**src/rtl/hazard_ctrl.sv**
```systemverilog
// Pipeline sequencing: register enables/clears, load-use and branch hazards, E-stage forwarding.
// Latency: enables, clears and forwards are combinational; FSM state and perf counters are registered.
// Backpressure: an outstanding I$/D$ miss freezes every pipeline register until its fill pulse arrives.
module hazard_ctrl #(
    parameter int DATA_WIDTH = 32
) (
    input  logic                  clk,
    input  logic                  rst_n,
    input  logic [4:0]            Rs1D,
    input  logic [4:0]            Rs2D,
    input  logic [4:0]            Rs1E,
    input  logic [4:0]            Rs2E,
    input  logic [4:0]            RdE,
    input  logic [4:0]            RdM,
    input  logic [4:0]            RdW,
    input  logic                  RegWriteM,
    input  logic                  RegWriteW,
    input  logic                  ResultSrcE0,
    input  logic                  PCSrcE,
    input  logic                  imiss_f,
    input  logic                  imem_ready,
    input  logic                  dmiss_m,
    input  logic                  dmem_ready,
    output logic                  EnF,
    output logic                  EnD,
    output logic                  EnE,
    output logic                  EnM,
    output logic                  EnW,
    output logic                  ClrD,
    output logic                  ClrE,
    output logic [1:0]            ForwardAE,
    output logic [1:0]            ForwardBE,
    output logic [DATA_WIDTH-1:0] stall_cycles,
    output logic [DATA_WIDTH-1:0] flush_count
);

    typedef enum logic [1:0] {
        RUN     = 2'd0,
        STALL_D = 2'd1,
        STALL_I = 2'd2
    } state_t;

    state_t                state_q, state_d;
    logic [DATA_WIDTH-1:0] stall_cycles_q, stall_cycles_d;
    logic [DATA_WIDTH-1:0] flush_count_q, flush_count_d;
    logic                  freeze;
    logic                  load_use;
    logic                  flush;

    // Hazard detection; a miss seen in RUN freezes the same cycle so the missing instruction holds
    always_comb begin
        freeze   = (state_q != RUN) || dmiss_m || imiss_f;
        load_use = ResultSrcE0 && (RdE != 5'd0) && ((RdE == Rs1D) || (RdE == Rs2D));
        flush    = rst_n && !freeze && PCSrcE;
    end

    // Miss FSM: a data miss is served first; imiss is re-sampled only on the data fill cycle
    always_comb begin
        state_d = state_q;
        case (state_q)
            RUN: begin
                if (dmiss_m)      state_d = STALL_D;
                else if (imiss_f) state_d = STALL_I;
            end
            STALL_D: begin
                if (dmem_ready)   state_d = imiss_f ? STALL_I : RUN;
            end
            STALL_I: begin
                if (imem_ready)   state_d = RUN;
            end
            default:              state_d = RUN;
        endcase
    end

    // Enables and clears: freeze beats flush, flush beats load-use bubble
    always_comb begin
        EnF  = 1'b0;
        EnD  = 1'b0;
        EnE  = 1'b0;
        EnM  = 1'b0;
        EnW  = 1'b0;
        ClrD = 1'b0;
        ClrE = 1'b0;
        if (rst_n && !freeze) begin
            EnE = 1'b1;
            EnM = 1'b1;
            EnW = 1'b1;
            if (PCSrcE) begin
                EnF  = 1'b1;
                EnD  = 1'b1;
                ClrD = 1'b1;
                ClrE = 1'b1;
            end else if (load_use) begin
                ClrE = 1'b1;
            end else begin
                EnF = 1'b1;
                EnD = 1'b1;
            end
        end
    end

    // Operand forwarding: the younger producer in M wins over W; x0 is never forwarded
    always_comb begin
        ForwardAE = 2'b00;
        ForwardBE = 2'b00;
        if (rst_n) begin
            if (RegWriteM && (RdM != 5'd0) && (RdM == Rs1E))      ForwardAE = 2'b10;
            else if (RegWriteW && (RdW != 5'd0) && (RdW == Rs1E)) ForwardAE = 2'b01;
            if (RegWriteM && (RdM != 5'd0) && (RdM == Rs2E))      ForwardBE = 2'b10;
            else if (RegWriteW && (RdW != 5'd0) && (RdW == Rs2E)) ForwardBE = 2'b01;
        end
    end

    // Performance counters, wrapping naturally at the counter width
    always_comb begin
        stall_cycles_d = stall_cycles_q;
        flush_count_d  = flush_count_q;
        if (!EnF) stall_cycles_d = stall_cycles_q + 1'b1;
        if (flush) flush_count_d = flush_count_q + 1'b1;
    end

    // State and counter registers; reset drops any pending miss
    always_ff @(posedge clk or negedge rst_n) begin
        if (!rst_n) begin
            state_q        <= RUN;
            stall_cycles_q <= '0;
            flush_count_q  <= '0;
        end else begin
            state_q        <= state_d;
            stall_cycles_q <= stall_cycles_d;
            flush_count_q  <= flush_count_d;
        end
    end

    assign stall_cycles = stall_cycles_q;
    assign flush_count  = flush_count_q;

endmodule

```
**config.mk**
```make
export PLATFORM = sky130hd
export DESIGN_NAME = hazard_ctrl
export DESIGN_NICKNAME = d
export VERILOG_FILES = /design/src/rtl/hazard_ctrl.sv
export SDC_FILE = /design/constraint.sdc
export NUM_CORES = 1
export LEC_CHECK = 0
export CAP_MARGIN = 20
export CORE_ASPECT_RATIO = 1.25
export CORE_UTILIZATION = 40
export DETAILED_ROUTE_END_ITERATION = 6
export PLACE_DENSITY = 0.83
export SLEW_MARGIN = 20
export SYNTH_ARGS = -nofsm -noshare
export SYNTH_HDL_FRONTEND = slang
export SYNTH_SLANG_ARGS = --single-unit
```
**constraint.sdc**
```tcl
create_clock -name clk -period 2.8 [get_ports clk]
set_input_delay 0.42 -clock clk [delete_from_list [all_inputs] [get_ports clk]]
set_output_delay 0.42 -clock clk [all_outputs]
set_load 0.1 [all_outputs]
```
**Yosys cells after proc, flatten, opt, wreduce, memory -nomap -nowiden**

Index checks and enable logic that the tools add are counted.

- Reduce and logical (&&, ||, !) cells: 20
- Eq/ne operators: 11
- $add $sub $neg: 2
- Muxes and demuxes: 21

Operators by type and width:

| cell | number |
|---|---|
| adder 32 x 1 -> 32 bit (second input constant) | 2 |
| equality test 5 bit | 6 |
| two-way mux 2 bit | 9 |
| nonzero test 5 bit | 3 |
| two-way mux 1 bit | 11 |
| logical AND 1 bit | 10 |
| case mux 2 bit (3 select lines) | 1 |
| != test 2 bit (second input constant) | 2 |
| logical OR 1 bit | 3 |
| != test 3 bit (second input constant) | 1 |
| AND reduction 3 bit | 1 |
| equality test 2 x 1 -> 1 bit (second input constant) | 1 |
| equality test 2 bit (second input constant) | 1 |
| logical NOT 2 bit | 1 |
| nonzero test 2 bit | 1 |
| logical NOT 1 bit | 1 |

- Register bits: 66
- Bits of input ports: 45
- Output and inout port bits: 75

**Longest topological paths before layout**

Gate-level depths: netlist of run 1.

- Word-level depth: 6
- Mapped depth: 7
- Gate-level depth less buffers: 7

**Worst setup path after synthesis of run 1**

OpenSTA, ideal clock, no wires.

- Path kind: input to output
- Start: input port RdM[1]
- End: output port ForwardAE[0]
- Path slack: -1.782 ns
- Data arrival time: 4.162 ns
- Stages: 4
- Buffers on the path: 0
- Path through: or4_1 -> o21ai_0 -> nor4_1 -> nor4_1

- Word-level cells in the longest chain between the ends: 5
- Elaborated cells on any way between the ends: 6
- Classes of those cells: eq/ne (1); mux (2); reduce/logical (3)

Ends and longest elaborated chain:

| item | RTL line | source |
|---|---|---|
| start, declared | 14 | `input logic [4:0] RdM,` |
| nonzero test 5 bit | 107 | `if (RegWriteM && (RdM != 5'd0) && (RdM == Rs1E)) ForwardAE = 2'b10;` |
| logical AND 1 bit | 107 |  |
| logical AND 1 bit (*) | 107 |  |
| two-way mux 2 bit (*) | 107 |  |
| two-way mux 2 bit (*) | 106 | `if (rst_n) begin` |
| end, declared | 31 | `output logic [1:0] ForwardAE,` |

Mark *: on every way between the ends. The rest lies on a longest branch, timed or not.

**Worst setup path after layout of run 1**

- Start: input port RdW[3]
- End: output port ForwardAE[0]

- Word-level cells in the longest chain between the ends: 6
- Elaborated cells on any way between the ends: 7
- Classes of those cells: eq/ne (1); mux (3); reduce/logical (3)

Ends and longest elaborated chain:

| item | RTL line | source |
|---|---|---|
| start, declared | 15 | `input logic [4:0] RdW,` |
| nonzero test 5 bit | 108 | `else if (RegWriteW && (RdW != 5'd0) && (RdW == Rs1E)) ForwardAE = 2'b01;` |
| logical AND 1 bit | 108 |  |
| logical AND 1 bit (*) | 108 |  |
| two-way mux 1 bit (*) | 108 |  |
| two-way mux 2 bit (*) | 107 |  |
| two-way mux 2 bit (*) | 106 |  |

Marks and branches as above.

==> results of run 1 <==
==> metrics by stage <==
stage | utilization | instances | instance area (um2)
finish | 0.606 | 564 | 5020
global route | 0.606 | 564 | 5020
CTS | 0.604 | 564 | 5010
detailed placement | 0.577 | 548 | 4780
global placement | 0.577 | 548 | 4780
floorplan | - | 327 | 3490
==> metal layers <==
metal,part of all wire,vias up,routed length [um]
li1,-,1396,-
met1,0.41,1379,3430
met2,0.52,90,4320
met3,0.054,7,446
met4,0.0079,0,65
met5,0,-,0
==> layout make-up <==
cell class | count | area [um2] | area share
well taps | 97 | 121 | 0.0242
clock buffers | 11 | 141 | 0.0281
inverters | 7 | 33.8 | 0.00672
multi-input cells | 248 | 1770 | 0.353
repair buffers | 130 | 1220 | 0.243
clock inverters | 5 | 85.1 | 0.0169
flip-flops and latches | 66 | 1650 | 0.329
==> logic make-up (layout without fill, tap and decap cells) <==
kind of cell | after synthesis | after routing | share of synthesized area
AND/OR/NAND/NOR | 144 | 144 | 0.233
XOR/XNOR | 92 | 92 | 0.234
flip-flops | 66 | 66 | 0.480
buffers and inverters | 13 | 153 | 0.0193
AO/OA/AOI/OAI | 9 | 9 | 0.0229
adder cells (fa/ha/maj) | 2 | 2 | 0.00727
multiplexers | 1 | 1 | 0.00327
==> sequential cells by signal, indices dropped and copies added (netlist names) <==
| register | count |
|---|---|
| flush_count | 32 |
| stall_cycles | 32 |
| state_q | 2 |
==> cell usage after synthesis (5+ instances only) <==
cell,number
nor2_1,16
xor2_1,37
nand3_1,22
and4_1,5
inv_1,7
nand4_1,22
xnor2_1,55
nor3_1,8
nand2_1,37
nor3b_1,5
and3_1,11
dfrtp_1,66
==> worst min-delay path by stage <==
stage	startpoint	endpoint
after floorplan	rst_n	flush_count[0]$_DFFE_PN0P_
after global routing	rst_n	stall_cycles[19]$_DFFE_PN0N_
after global placement	flush_count[31]$_DFFE_PN0P_	flush_count[31]$_DFFE_PN0P_
after CTS	rst_n	stall_cycles[24]$_DFFE_PN0N_
after detailed placement	flush_count[31]$_DFFE_PN0P_	flush_count[31]$_DFFE_PN0P_
final	rst_n	stall_cycles[19]$_DFFE_PN0N_
==> worst max-delay path: stages <==
cell and delay, ps:
clkdlybuf4s50_1 550, or4_1 140, o211ai_1 150, or4_4 590, nor4_4 190, buf_12 210
==> timing repair <==
item | in CTS | in global routing
hold buffers | 0 | 0
endpoints found under the setup margin | 0 | 3
resized for setup | 0 | 4
endpoints found under the hold margin | 0 | 0
==> power breakdown <==
group | total, W | switching (W) | leakage (nW) | internal (W)
Sequential | 0.00115 | 0.000113 | 0.896 | 0.00104
Combinational | 0.00113 | 0.000819 | 1.32 | 0.000311
Clock | 0.000913 | 0.000381 | 0.111 | 0.000533
==> results.json, run 1 <==
{
  "run_status": "finished, violations left",
  "failed_checks": "design-rule violations",
  "critical_r2r_capture": "flush_count[25]$_DFFE_PN0P_",
  "cts_inserted_buffers": 9,
  "row_count": 37,
  "worst_clock_skew_ps": 12.2,
  "m1_gr_usage": 0.234,
  "ys_types": 31,
  "synthesis.area_per_instance_um2": 10.5,
  "async_flop_share": 1.00,
  "setup.reg_to_reg.worst_slack_ps": 580,
  "die_area_um2": 8980,
  "detail_route.vias_per_cell": 5.09,
  "drv_cap": 0,
  "port-buffer-count": 119,
  "yosysSeqAreaShare": 0.480,
  "met3_usage": 0.0509,
  "finalSetupViolations": 0,
  "dp_hpwl_um": 6290,
  "synth.top_cell.area_share": 0.480,
  "worstRegToRegCells": 6,
  "global_route.overflow_total": 0,
  "firstDrtPassIters": 7,
  "leading_post_synthesis_cells_by_cell_area": "dfrtp_1 48%, xnor2_1 14%, xor2_1 9.4%",
  "synthesis_stage_register_bit_count": 66,
  "cp-endpoint": "ForwardAE[0]",
  "antenna_violating_nets_post_route": 0,
  "worst_hold_path_type": "input port to async pin",
  "report.power.total_w": 0.00320,
  "route.final.wire_length_um": 8270,
  "timing.slew.headroom": 0.463,
  "synth_edf_count": 0,
  "cts_setup_buffers": 0,
  "synth_top_flop_cell": "dfrtp_1",
  "final_min_period_over_clock_period": 0.960,
  "via_count_of_the_first_global_routing_pass": 2976,
  "hold_violations": 0,
  "most_frequent_standard_cell_in_the_layout_excluding_fill_and_tap_cells": "buf_4",
  "cts_tree": "yes",
  "vias": 2872,
  "cts_max_level": 3,
  "finalCriticalPeriod_ps": 2690,
  "num-nets-final": 509,
  "first_pass_grt_wire_length_um": 14100,
  "crit_type": "input port to primary output",
  "yosys_warnings": 0,
  "cts_sinks": 66,
  "detailedPlace.worstSlack_ps": 45.5,
  "vdd_drop_max_mv": 0.529,
  "clkLatencyLatePin_ps": 340,
  "clockBufferDepth": 2,
  "clk_transition_reported_paths_ps": 80,
  "max_freq_ghz": 0.372,
  "timing.rr.start": "state_q[1]$_DFFE_PN0P_",
  "critical_path.endpoint_type": "primary output",
  "drive_above_1_share": 0.255,
  "slew_viol_final": 0,
  "static_leakage_nw": 2.33,
  "cp-start-kind": "input port",
  "fillers": 689,
  "remaining_drc_errors": 12,
  "grt_antenna_before_repair": 0,
  "power_density_nw_per_um2": 636,
  "most_used_cells_in_the_layout_excluding_fill_and_tap_cells": "75 x buf_4, 66 x dfrtp_1, 55 x xnor2_1",
  "top_usage_layer": "met2",
  "synth_cells": 327,
  "finalWeightedCongestion": 0.837,
  "unrepaired_setup_endpoints_after_global_routing": "no",
  "drt-initial-drc-count": 111,
  "core_region_area_um2": 8290,
  "synth.cell_area_um2": 3440,
  "clk_root_buffer_cell": "clkbuf_8",
  "met2_global_route_usage": 0.343,
  "wire_per_inst_um": 14.7,
  "grt_use_total": 0.197,
  "fin_hold_ws_ps": 231,
  "antenna_cells_inserted": 0,
  "die_height_um": 106,
  "syn-num-nets": 374,
  "effective_utilization_at_floorplan": 0.415,
  "post-route-worst-setup-slack_ps": 112,
  "grt_max_degree": 36,
  "syn2layout_area_growth_pct": 46.0,
  "synth_largest_area_cell": "dfrtp_1",
  "crit_path_max_fanout": 3,
  "floorplan.die.width_um": 85.0,
  "arrival_ps": 2270,
  "crit_path_start": "RdW[3]",
  "critical_path_required_ps": 2380,
  "floorplan.io_pins": 120,
  "worst_margin_slew_ps": 801,
  "fin_setup_tns_ps": 0
}
Power figures use the tool's default switching activity.
==> run 2, diff against run 1 <==
--- a/config.mk
+++ b/config.mk
@@ -7,9 +7,12 @@
 export LEC_CHECK = 0
 export CAP_MARGIN = 20
 export CORE_ASPECT_RATIO = 1.25
+export CORE_MARGIN = 2
 export CORE_UTILIZATION = 40
 export DETAILED_ROUTE_END_ITERATION = 6
+export GPL_TIMING_DRIVEN = 0
 export PLACE_DENSITY = 0.83
+export SETUP_SLACK_MARGIN = 0.1
 export SLEW_MARGIN = 20
 export SYNTH_ARGS = -nofsm -noshare
 export SYNTH_HDL_FRONTEND = slang
==> run 2 against run 1 <==
Compared with the run above: the flow now finishes without violations; hold slack lost 160 ps; setup slack lost 13 ps; routed wire length grew 2.0%; power grew 0.72%; first-iteration DRC count shrank 49%; count of clock-buffer cells in the layout shrank 2; register-to-register slack lost 40 ps; sequential cell count is the same; clock power shrank 2%; non-clock buffer count grew 1; critical path depth grew 3; largest power group is now combinational cells.
==> results.json, run 2 (synthesis gave the netlist of run 1 again) <==
{
  "floorplan.io_pins": 120,
  "clk_root_buffer_cell": "clkbuf_8",
  "fillers": 666,
  "drv_cap": 0,
  "hold_violations": 0,
  "timing.slew.headroom": 0.325,
  "wire_per_inst_um": 14.9,
  "worstRegToRegCells": 7,
  "route.final.wire_length_um": 8430,
  "cp-start-kind": "input port",
  "worst_margin_slew_ps": 1010,
  "finalSetupViolations": 0,
  "port-buffer-count": 119,
  "remaining_drc_errors": 0,
  "finalWeightedCongestion": 0.824,
  "antenna_cells_inserted": 0,
  "num-nets-final": 510,
  "crit_type": "input port to primary output",
  "core_region_area_um2": 8290,
  "vdd_drop_max_mv": 0.388,
  "floorplan.die.width_um": 87.0,
  "cts_inserted_buffers": 9,
  "worst_clock_skew_ps": 10.4,
  "effective_utilization_at_floorplan": 0.415,
  "critical_path.cell_chain": "clkdlybuf4s50_1 -> xor2_1 -> nor3_2 -> a22oi_2 -> o31ai_4 -> buf_6 -> clkinvlp_4 -> buf_12 -> buf_12",
  "critical_path_required_ps": 2380,
  "clockBufferDepth": 2,
  "drt-initial-drc-count": 57,
  "syn2layout_area_growth_pct": 50.9,
  "cts_sinks": 66,
  "grt_use_total": 0.180,
  "dp_hpwl_um": 6160,
  "cp_common_cell": "buf_12",
  "via_count_of_the_first_global_routing_pass": 2904,
  "most_frequent_standard_cell_in_the_layout_excluding_fill_and_tap_cells": "clkdlybuf4s50_1",
  "multi_input_gate_area_um2": 1820,
  "vias": 2862,
  "final_min_period_over_clock_period": 0.965,
  "detail_route.vias_per_cell": 5.07,
  "cts_tree": "yes",
  "drive_above_1_share": 0.135,
  "cts_max_level": 3,
  "die_area_um2": 9370,
  "row_count": 37,
  "crit_slowest_cell": "clkdlybuf4s50_1",
  "slew_viol_final": 0,
  "worst_hold_path_type": "input port to async pin",
  "most_used_cells_in_the_layout_excluding_fill_and_tap_cells": "99 x clkdlybuf4s50_1, 66 x dfrtp_1, 55 x xnor2_1",
  "critical_path.endpoint_type": "primary output",
  "critPathMaxStageDelay_ps": 480,
  "unrepaired_setup_endpoints_after_global_routing": "yes",
  "clk_transition_reported_paths_ps": 80,
  "fin_hold_ws_ps": 68.6,
  "antenna_violating_nets_post_route": 0,
  "crit_path_max_fanout": 6,
  "arrival_ps": 2280,
  "max_freq_ghz": 0.370,
  "clkLatencyLatePin_ps": 340,
  "post-route-util": 0.627,
  "die_height_um": 108,
  "global_route.overflow_total": 0,
  "static_leakage_nw": 2.27,
  "finalCriticalPeriod_ps": 2700,
  "power_density_nw_per_um2": 620,
  "layout.area.seq_um2": 1650,
  "grt_antenna_before_repair": 0,
  "grt_max_degree": 56,
  "first_pass_grt_wire_length_um": 13400,
  "run_status": "finished clean",
  "firstDrtPassIters": 4
}
run 2: power breakdown:
group          internal [W]  total (W)  switching (W)
clock network      0.000509   0.000898       0.000390
registers           0.00104    0.00115       0.000109
logic              0.000339    0.00117       0.000834
run 2: area by class of cell:
type / count / share of cell area
Timing Repair Buffer: 125 / 0.247
Buffer: 6 / 0.0113
Sequential cell: 66 / 0.318
Clock inverter: 7 / 0.0193
Clock buffer: 9 / 0.0238
Multi-Input combinational cell: 248 / 0.350
Inverter: 7 / 0.00650
Tap cell: 97 / 0.0234
run 2: critical path, delay by kind of cell:
family / cells / cell delay, ps
AO/OA/AOI/OAI: 2 / 360
XOR/XNOR: 1 / 210
AND/OR/NAND/NOR: 1 / 220
buffers and inverters: 5 / 1070
run 2: metal layers:
metal,share of wire,vias up,global-route usage
met3,0.045,13,0.0368
met2,0.52,74,0.311
met4,0.016,0,0.0804
met1,0.42,1370,0.214
met5,0,-,0
li1,-,1405,-
run 2: path summary, 6_finish.rpt:
| path | start | endpoint | slack (ps) |
|---|---|---|---|
| setup reg to reg | stall_cycles[0]$_DFFE_PN0N_ | stall_cycles[24]$_DFFE_PN0N_ | 540 |
| setup / recovery | RdE[4] | EnF | 100 |
| hold / removal | rst_n | flush_count[26]$_DFFE_PN0P_ | 70 |
| hold reg to reg | flush_count[31]$_DFFE_PN0P_ | flush_count[31]$_DFFE_PN0P_ | 480 |
| max in group asynchronous | rst_n | flush_count[27]$_DFFE_PN0P_ | 1640 |
| min in group clk | flush_count[31]$_DFFE_PN0P_ | flush_count[31]$_DFFE_PN0P_ | 480 |
run 2: through the flow:
stage / cells / instance area (um2) / setup TNS [ps] / total power, W / setup WS (ps)
6_report: 565 / 5190 / 0 / 0.00322 / 99.1
2_1_floorplan: 327 / 3510 / 0 / 0.00198 / 32.5
4_1_cts: 564 / 5140 / 0 / 0.00325 / 31.9
5_1_grt: 565 / 5190 / 0 / 0.00335 / 29.9
3_5_place_dp: 544 / 4840 / -7140 / 0.00232 / -1020
3_3_place_gp: 543 / 4820 / -233900 / 0.00230 / -3390
run 2: what timing repair did:
item	CTS	global route
setup endpoints to repair	11	7
resized for setup	68	15
pin swaps	3	4
hold endpoints to repair	16	0
hold buffers	1	0
setup buffers	3	1
